[config.mk]
export PLATFORM = sky130hd
export DESIGN_NAME = ens_vote_argmax_flat
export DESIGN_NICKNAME = d
export VERILOG_FILES = /design/src/rtl/ens_vote_argmax_if.sv /design/src/rtl/ens_vote_argmax.sv /design/src/flat_wrapper.sv
export SDC_FILE = /design/constraint.sdc
export NUM_CORES = 1
export LEC_CHECK = 0
export CORE_AREA = 3 3 133 135
export DETAILED_ROUTE_END_ITERATION = 7
export DIE_AREA = 0 0 136 138
export GPL_TIMING_DRIVEN = 0
export HOLD_SLACK_MARGIN = 0.03
export PLACE_DENSITY = 0.46
export RECOVER_POWER = 25
export SLEW_MARGIN = 20
export SYNTH_ARGS = -nofsm -noshare
export SYNTH_HDL_FRONTEND = slang
export SYNTH_SLANG_ARGS = --single-unit
[constraint.sdc]
create_clock -name clk -period 2.5 [get_ports clk]
set_clock_uncertainty 0.05 [all_clocks]
set_input_delay 0.25 -clock clk [delete_from_list [all_inputs] [get_ports clk]]
set_output_delay 0.25 -clock clk [all_outputs]
set_load 0.02 [all_outputs]
[src/rtl/ens_vote_argmax_if.sv]
// rtl/ens_vote_argmax_if.sv - beat input and result output handshake bundle for ens_vote_argmax; out_tie present under ENS_VOTE_ARGMAX_TIE_FLAG_EN
interface ens_vote_argmax_if #(
  parameter int N_CLASSES = 10,
  parameter int SCORE_W   = 2,
  parameter int N_ENS     = 4,
  parameter int IDX_W     = 4
);
  localparam int ACC_W = SCORE_W + $clog2(N_ENS);

  logic                         in_valid;
  logic                         in_ready;
  logic [N_CLASSES*SCORE_W-1:0] in_scores;
  logic                         out_valid;
  logic                         out_ready;
  logic [IDX_W-1:0]             out_class;
  logic [ACC_W-1:0]             out_score;
`ifdef ENS_VOTE_ARGMAX_TIE_FLAG_EN
  logic                         out_tie;
`endif

  // Producer of beats and consumer of results
  modport master (
    output in_valid, in_scores, out_ready,
    input  in_ready, out_valid, out_class, out_score
`ifdef ENS_VOTE_ARGMAX_TIE_FLAG_EN
    , input out_tie
`endif
  );

  // The voting block itself
  modport slave (
    input  in_valid, in_scores, out_ready,
    output in_ready, out_valid, out_class, out_score
`ifdef ENS_VOTE_ARGMAX_TIE_FLAG_EN
    , output out_tie
`endif
  );
endinterface

[src/rtl/ens_vote_argmax.sv]
// rtl/ens_vote_argmax.sv - per-class ensemble score summation followed by a one-class-per-cycle argmax; optional tie flag under ENS_VOTE_ARGMAX_TIE_FLAG_EN
module ens_vote_argmax #(
  parameter int N_CLASSES = 10,
  parameter int SCORE_W   = 2,
  parameter int N_ENS     = 4,
  parameter int IDX_W     = 4
) (
  input logic              clk,
  input logic              rst_n,
  ens_vote_argmax_if.slave bus
);
  localparam int ACC_W = SCORE_W + $clog2(N_ENS);
  localparam int CNT_W = (N_ENS > 1) ? $clog2(N_ENS) : 1;
  localparam logic [CNT_W-1:0] LAST_BEAT = CNT_W'(N_ENS - 1);
  localparam logic [IDX_W-1:0] LAST_IDX  = IDX_W'(N_CLASSES - 1);

  typedef enum logic [1:0] {
    ST_ACCUM = 2'd0,
    ST_SCAN  = 2'd1,
    ST_DONE  = 2'd2
  } state_t;

  state_t           state_q, state_d;
  logic [CNT_W-1:0] beat_q, beat_d;
  logic [ACC_W-1:0] acc_q [N_CLASSES];
  logic [ACC_W-1:0] acc_d [N_CLASSES];
  logic [IDX_W-1:0] scan_idx_q, scan_idx_d;
  logic [ACC_W-1:0] best_score_q, best_score_d;
  logic [IDX_W-1:0] best_idx_q, best_idx_d;
  logic             out_valid_q, out_valid_d;
  logic [IDX_W-1:0] out_class_q, out_class_d;
  logic [ACC_W-1:0] out_score_q, out_score_d;

  // Candidate values for the class currently under inspection
  logic [ACC_W-1:0] scan_val;
  logic             scan_take;
  logic [ACC_W-1:0] cand_score;
  logic [IDX_W-1:0] cand_idx;

`ifdef ENS_VOTE_ARGMAX_TIE_FLAG_EN
  logic tie_q, tie_d;
  logic out_tie_q, out_tie_d;
  logic cand_tie;
`endif

  // Accumulation only ever happens in ACCUM, so ready is purely a state decode
  assign bus.in_ready  = (state_q == ST_ACCUM);
  assign bus.out_valid = out_valid_q;
  assign bus.out_class = out_class_q;
  assign bus.out_score = out_score_q;
`ifdef ENS_VOTE_ARGMAX_TIE_FLAG_EN
  assign bus.out_tie   = out_tie_q;
`endif

  // Compare step: index 0 always seeds the running best, later indices need a strict win
  always_comb begin
    scan_val   = acc_q[scan_idx_q];
    scan_take  = (scan_idx_q == '0) || (scan_val > best_score_q);
    cand_score = scan_take ? scan_val : best_score_q;
    cand_idx   = scan_take ? scan_idx_q : best_idx_q;
`ifdef ENS_VOTE_ARGMAX_TIE_FLAG_EN
    // A strictly better value (or the seed) wipes any earlier tie; equality records one
    if (scan_take) begin
      cand_tie = 1'b0;
    end else if (scan_val == best_score_q) begin
      cand_tie = 1'b1;
    end else begin
      cand_tie = tie_q;
    end
`endif
  end

  // Next-state logic for the ACCUM -> SCAN -> DONE frame sequence
  always_comb begin
    state_d      = state_q;
    beat_d       = beat_q;
    acc_d        = acc_q;
    scan_idx_d   = scan_idx_q;
    best_score_d = best_score_q;
    best_idx_d   = best_idx_q;
    out_valid_d  = out_valid_q;
    out_class_d  = out_class_q;
    out_score_d  = out_score_q;
`ifdef ENS_VOTE_ARGMAX_TIE_FLAG_EN
    tie_d        = tie_q;
    out_tie_d    = out_tie_q;
`endif

    case (state_q)
      ST_ACCUM: begin
        if (bus.in_valid) begin
          // First beat loads so the previous frame's sums never leak in
          for (int c = 0; c < N_CLASSES; c++) begin
            if (beat_q == '0) begin
              acc_d[c] = ACC_W'(bus.in_scores[c*SCORE_W +: SCORE_W]);
            end else begin
              acc_d[c] = acc_q[c] + ACC_W'(bus.in_scores[c*SCORE_W +: SCORE_W]);
            end
          end
          if (beat_q == LAST_BEAT) begin
            beat_d       = '0;
            state_d      = ST_SCAN;
            scan_idx_d   = '0;
            best_score_d = '0;
            best_idx_d   = '0;
          end else begin
            beat_d = beat_q + CNT_W'(1);
          end
        end
      end

      ST_SCAN: begin
        best_score_d = cand_score;
        best_idx_d   = cand_idx;
`ifdef ENS_VOTE_ARGMAX_TIE_FLAG_EN
        tie_d        = cand_tie;
`endif
        if (scan_idx_q == LAST_IDX) begin
          // Publish the outcome including the last class's own comparison
          state_d     = ST_DONE;
          out_valid_d = 1'b1;
          out_class_d = cand_idx;
          out_score_d = cand_score;
`ifdef ENS_VOTE_ARGMAX_TIE_FLAG_EN
          out_tie_d   = cand_tie;
`endif
        end else begin
          scan_idx_d = scan_idx_q + IDX_W'(1);
        end
      end

      ST_DONE: begin
        // Result held until taken; ready reappears only on the next cycle
        if (bus.out_ready) begin
          out_valid_d = 1'b0;
          state_d     = ST_ACCUM;
        end
      end

      default: begin
        state_d = ST_ACCUM;
      end
    endcase
  end

  // State and output registers with asynchronous clear
  always_ff @(posedge clk or negedge rst_n) begin
    if (!rst_n) begin
      state_q      <= ST_ACCUM;
      beat_q       <= '0;
      for (int c = 0; c < N_CLASSES; c++) begin
        acc_q[c] <= '0;
      end
      scan_idx_q   <= '0;
      best_score_q <= '0;
      best_idx_q   <= '0;
      out_valid_q  <= 1'b0;
      out_class_q  <= '0;
      out_score_q  <= '0;
`ifdef ENS_VOTE_ARGMAX_TIE_FLAG_EN
      tie_q        <= 1'b0;
      out_tie_q    <= 1'b0;
`endif
    end else begin
      state_q      <= state_d;
      beat_q       <= beat_d;
      acc_q        <= acc_d;
      scan_idx_q   <= scan_idx_d;
      best_score_q <= best_score_d;
      best_idx_q   <= best_idx_d;
      out_valid_q  <= out_valid_d;
      out_class_q  <= out_class_d;
      out_score_q  <= out_score_d;
`ifdef ENS_VOTE_ARGMAX_TIE_FLAG_EN
      tie_q        <= tie_d;
      out_tie_q    <= out_tie_d;
`endif
    end
  end
endmodule

[src/flat_wrapper.sv]
// flat-port wrapper written by rule: the top's interface ports become plain ports
module ens_vote_argmax_flat 
#(
  parameter int N_CLASSES = 10,
  parameter int SCORE_W   = 2,
  parameter int N_ENS     = 4,
  parameter int IDX_W     = 4
)
  (clk, rst_n, bus_in_valid, bus_in_scores, bus_out_ready, bus_in_ready, bus_out_valid, bus_out_class, bus_out_score);
  ens_vote_argmax_if #(.N_CLASSES(N_CLASSES), .SCORE_W(SCORE_W), .N_ENS(N_ENS), .IDX_W(IDX_W)) bus_i ();
  input logic clk;
  input logic rst_n;
  input wire logic [$bits(bus_i.in_valid)-1:0] bus_in_valid;
  input wire logic [$bits(bus_i.in_scores)-1:0] bus_in_scores;
  input wire logic [$bits(bus_i.out_ready)-1:0] bus_out_ready;
  output wire logic [$bits(bus_i.in_ready)-1:0] bus_in_ready;
  output wire logic [$bits(bus_i.out_valid)-1:0] bus_out_valid;
  output wire logic [$bits(bus_i.out_class)-1:0] bus_out_class;
  output wire logic [$bits(bus_i.out_score)-1:0] bus_out_score;
  assign bus_i.in_valid = bus_in_valid;
  assign bus_i.in_scores = bus_in_scores;
  assign bus_i.out_ready = bus_out_ready;
  assign bus_in_ready = bus_i.in_ready;
  assign bus_out_valid = bus_i.out_valid;
  assign bus_out_class = bus_i.out_class;
  assign bus_out_score = bus_i.out_score;
  ens_vote_argmax #(.N_CLASSES(N_CLASSES), .SCORE_W(SCORE_W), .N_ENS(N_ENS), .IDX_W(IDX_W)) u_core (.clk(clk), .rst_n(rst_n), .bus(bus_i));
endmodule
-- Word-level counts from Yosys, hierarchy flattened
Index checks and enable logic that the tools add are counted.
- flip-flop bits (word level): 65
- output and inout port bits: 10
- input port bits: 24
- logic and storage cells: 84
- bitwise logic cells: 1
- equal/unequal tests: 9
- magnitude comparators: 2
- add/sub/neg operators: 12
- mux-type cells: 30
- reductions and logical operators: 12
- operators with widths (kind ; count):
    $mux W4 ; 17
    $add A4 B2 Y4 ; 10
    $pmux W4 S2 ; 3
    $bmux W4 S4 ; 1
    $mux W2 ; 5
    $reduce_and A4 Y1 ; 2
    $ne A2 B2 Y1 const B ; 3
    $pmux W2 S3 ; 1
    $reduce_and A3 Y1 ; 2
    $ge A5 B5 Y1 const B ; 1
    $not A4 Y5 ; 1
    $add A4 B1 Y4 const B ; 1
    $eq A2 B2 Y1 const B ; 2
    $eq A4 B4 Y1 const B ; 1
    $gt A4 B4 Y1 ; 1
    $logic_not A2 Y1 ; 2
    $logic_not A4 Y1 ; 1
    $ne A2 B1 Y1 const B ; 2
    $reduce_and A2 Y1 ; 2
    $reduce_bool A2 Y1 ; 2
    $add A2 B1 Y2 const B ; 1
    $eq A2 B1 Y1 const B ; 1
    $mux W1 ; 2
    $pmux W1 S2 ; 1
    $logic_or A1 B1 Y1 ; 1

-- Logic depth before layout (Yosys ltp)
- depth after elaboration: 8
- depth in mapped cells: 12
- mapped depth without buffers: 10

-- Least setup slack after synthesis
Ideal clock, no wire load.
- kind: reg-to-reg
- start: register u_core.scan_idx_q[1]
- end: register u_core.out_class_q[3], in the netlist u_core.bus.out_class[3]
- cell stages (with the launch flop): 13
- buffers on the path: 2
- arrival: 2558 ps
- library setup time: 123 ps
- required time: 2327 ps
- clock period less this slack: 2731 ps
- path slack: -231 ps
- cell sequence: dfrtp_1 > buf_4 > mux2i_1 > mux4_2 > o21ai_2 > inv_1 > ha_1 > and4_1 > and2_1 > a31o_1 > buf_4 > a221oi_2 > nor2_1
- cells in the longest elaborated chain, start to end: 7
- elaborated cells between the ends (all ways): 10
- those cells by class: 1 x order compare; 1 x eq/ne; 4 x mux; 1 x bitwise; 3 x reduce/logical
- ends and longest elaborated chain (item ; RTL line ; text):
    start, declared ; ens_vote_argmax.sv:27 ; logic [IDX_W-1:0] scan_idx_q, scan_idx_d;
    start signal, assigned ; ens_vote_argmax.sv:168 ; scan_idx_q <= scan_idx_d;
    $not A4 Y5 (implied by the code) ; ens_vote_argmax.sv:57 ; scan_val = acc_q[scan_idx_q];
    $bmux W4 S4 ; ens_vote_argmax.sv:57 ;
    $mux W4 (implied by the code) (2 in series) ; ens_vote_argmax.sv:57 ;
    $gt A4 B4 Y1 ; ens_vote_argmax.sv:58 ; scan_take = (scan_idx_q == '0) || (scan_val > best_score_q);
    $logic_or A1 B1 Y1 ; ens_vote_argmax.sv:58 ;
    $mux W4 ; ens_vote_argmax.sv:60 ; cand_idx = scan_take ? scan_idx_q : best_idx_q;
    end signal, assigned ; ens_vote_argmax.sv:172 ; out_class_q <= out_class_d;
    end, declared ; ens_vote_argmax.sv:31 ; logic [IDX_W-1:0] out_class_q, out_class_d;
Several ways; a longest one is shown, not always the timed one. The select of a mux whose other input is x is not followed.
A chain may end at the register's enable or synchronous reset.

-- Final worst setup path
Ends and elaborated chain as after synthesis.

==> flow_metrics.tcl <==
set metrics [dict create \
    pin_count 34 \
    hold_viol 0 \
    wirelength_um 11140 \
    cts_made_buffers 9 \
    ys_seq_area_share_pct 39.42 \
    remaining_drc_errors 0 \
    synth_cells 427 \
    critPathKind "reg -> reg" \
    p_int_mw 4.605 \
    drive_gt1_share_pct 14.20 \
    grt_overflow_total 0 \
    gp_congestion 0.7600 \
    syn_area_per_cell_um2 9.664 \
    core_um2 16580 \
    dieWidth_um 136 \
    cts-root-buf "clkbuf_16" \
    slowest_stage "mux4_2" \
    cp_cell_sequence "buf_8, mux2i_1, mux4_2, o21ai_4, inv_1, ha_1, and4_1, and2_4, a31o_1, buf_6, a221oi_2, nor2_1" \
    placementRows 47 \
    instances_no_fill 713 \
    ys.flop_type "dfrtp_1" \
    crit_buf_inv 3 \
    switching_share_pct 42.57 \
    slowest_delay_ns 0.54 \
    crit_family "multiplexers" \
    die_h_um 138 \
    wire_per_inst_um 15.62 \
    max_cap_violations 1 \
    finalPower_mw 8.018 \
    synthDistinctLibCells 44 \
    start_util_pct 24.88 \
    seqCellArea_um2 1628 \
    grt_pass1_vias 3380 \
    layout_commonest_cell "dfrtp_1" \
    ir_worst_vdd_uv 793.6 \
    fmax_mhz 341.7 \
    drt_iter0_drc 122 \
    die_area_um2 18770 \
    violations "max-capacitance violations, max-slew violations, negative setup slack" \
    power.density_nw_per_um2 1524 \
    relSlewSlack_pct -1.641 \
    synth_top_area_share_pct 39.42 \
    final_cell_mix "dfrtp_1, nand2_1, inv_1, o21ai_0, a21oi_1" \
    ant_nets 0 \
    multi_input_area_um2 2293 \
    htreeDepth 3 \
    clockBufferDepth 2 \
    clk_latency_ns 0.34 \
    setup_viol 16 \
    cts_sinks 65 \
    critPathArrivalTime_ns 3.10 \
    p_sw_mw 3.413 \
    tns_ns -6.231 \
    vias 3296 \
    n_fill_cell 1712 \
    clock_power_share_pct 17.8 \
    yosys.area.top_type "dfrtp_1" \
    ys_async_sr_fraction_pct 100.0 \
    pwr-share-comb_pct 58.8 \
    areaGrowthSynthToFinish_pct 27.50 \
    hold_slack_ns 0.4212 \
    syn_nets 490 \
    power_frac_seq_pct 23.4 \
    startpoint_type "register" \
    syn_area_um2 4126 \
    cts_tree "yes" \
    worst_pin_slew_ns 1.525 \
    crit_fanout 6 \
    antenna_found_initial 0 \
    synth_area_leaders "dfrtp_1, ha_1, mux2i_1" \
    viasPerCell 4.623 \
    grt_pass1_wl_um 18350 \
    required_ns 2.67 \
    worst_hold_path_type "reg -> reg" \
    ys_warn_count 0 \
    drtPass1Iterations 4 \
    grt_max_degree 40 \
    leakage_nw 2.323 \
    diodes 0 \
    rsz0062_at_grt "true" \
    placed_area_um2 4770 \
    synth_edf_count 0 \
    cts.reportedPaths.clkPinSlew_ns 0.06 \
    drv_slew 28 \
    outcome "complete, but fails checks" \
    dpl.hpwl_um 8031 \
    ys_seq_elements 65 \
    stdcell_area_um2 5261 \
    fin_crit_sh_pct 117.0 \
    critPathCaptureType "register" \
    nNetsFinal 551 \
    dp_cells 681 \
    portBuffers 33 \
    fin_ws_ns -0.4262 \
    fin_crit_ns 2.926 \
    grt_util_all_layers_pct 12.55 \
]
-- cell families (layout without fill, tap and decap cells) --
family / after synthesis / in the layout / synth area share (%)
AOI/OAI and AO/OA: 130 / 130 / 20.19
and+or+nand+nor: 97 / 97 / 10.76
DFF: 65 / 65 / 39.42
buffers and inverters: 60 / 126 / 5.973
adders and majority gates: 39 / 39 / 13.64
muxes: 34 / 34 / 9.582
xor gates and xnor gates: 2 / 2 / 0.4246
-- synth_stat cells (2+ instances only) --
master / count
dfrtp_1: 65
nand2_1: 39
inv_1: 38
o21ai_0: 37
a21oi_1: 36
nor2_1: 32
ha_1: 29
mux2i_1: 26
o31ai_1: 18
clkbuf_1: 11
a21o_1: 10
fa_1: 10
nor2b_1: 10
a211oi_1: 6
a22o_1: 6
buf_2: 5
o21ai_2: 5
mux2_2: 4
mux4_2: 4
nand2b_1: 3
o21ai_1: 3
a31oi_1: 2
a32o_1: 2
and2_1: 2
buf_1: 2
buf_4: 2
nor3_1: 2
xor2_1: 2
-- worst paths after layout --
kind | slack [ns] | cells after the start | to | start
setup / recovery | -0.43 | 12 | u_core.bus.out_class[3]$_DFFE_PN0P_ | u_core.scan_idx_q[1]$_DFFE_PN0P_
hold / removal | 0.42 | 1 | u_core.acc_q[11]$_DFFE_PN0P_ | u_core.acc_q[11]$_DFFE_PN0P_
setup reg to reg | -0.43 | 12 | u_core.bus.out_class[3]$_DFFE_PN0P_ | u_core.scan_idx_q[1]$_DFFE_PN0P_
hold reg to reg | 0.42 | 1 | u_core.acc_q[11]$_DFFE_PN0P_ | u_core.acc_q[11]$_DFFE_PN0P_
max in group asynchronous | 0.20 | 3 | u_core.acc_q[24]$_DFFE_PN0P_ | rst_n
min in group asynchronous | 0.76 | 2 | u_core.best_idx_q[0]$_DFFE_PN0P_ | rst_n
-- registers in the layout, summed over array words and instances, names as in the netlist --
| name | count |
|---|---|
| u_core.bus.out_class | 4 |
| u_core.scan_idx_q | 4 |
| u_core.state_q | 2 |
| u_core.acc_q | 40 |
| u_core.bus.out_valid | 1 |
| u_core.bus.out_score | 4 |
| u_core.beat_q | 2 |
| u_core.best_score_q | 4 |
| u_core.best_idx_q | 4 |
-- timing repair --
item	4_1_cts	5_1_grt
hold buffers	1	0
pin swaps	6	3
buffers inserted	13	1
resized for setup	13	7
endpoints found under the setup margin	16	16
gates cloned	1	0
endpoints found under the hold margin	26	0
-- per-stage QoR --
step	util, %	setup WS [ns]
floorplan	-	-0.1885
CTS	31.70	-0.4235
detailed placement	28.76	-0.6536
global route	31.73	-0.5844
finish	31.73	-0.4262
global placement	28.61	-1.362
-- layout make-up --
| cell class | count | area share (%) |
|---|---|---|
| multi-input combinational | 302 | 43.59 |
| sequential | 65 | 30.94 |
| timing repair buffer | 50 | 8.775 |
| tap | 220 | 5.232 |
| clock buffer | 11 | 4.804 |
| inverter | 39 | 2.830 |
| buffer | 21 | 2.354 |
| clock inverter | 5 | 1.474 |
-- per-layer routing --
| metal | GRT usage [%] | share of wire (%) |
|---|---|---|
| met1 | 16.59 | 47 |
| met2 | 20.05 | 47 |
| met3 | 3.270 | 3.6 |
| met4 | 3.979 | 1.9 |
| met5 | 0 | 0 |
-- power by group through the flow --
stage / registers, mW / clock network (mW) / logic [mW]
final: 1.88 / 1.42 / 4.72
after global placement: 1.87 / 0 / 3.92
after floorplan: 1.84 / 0 / 2.89
after global routing: 1.95 / 1.51 / 5.24
after detailed placement: 1.89 / 0 / 4.02
after CTS: 1.88 / 1.45 / 4.67
No activity file was read; power rests on OpenSTA's default activity.
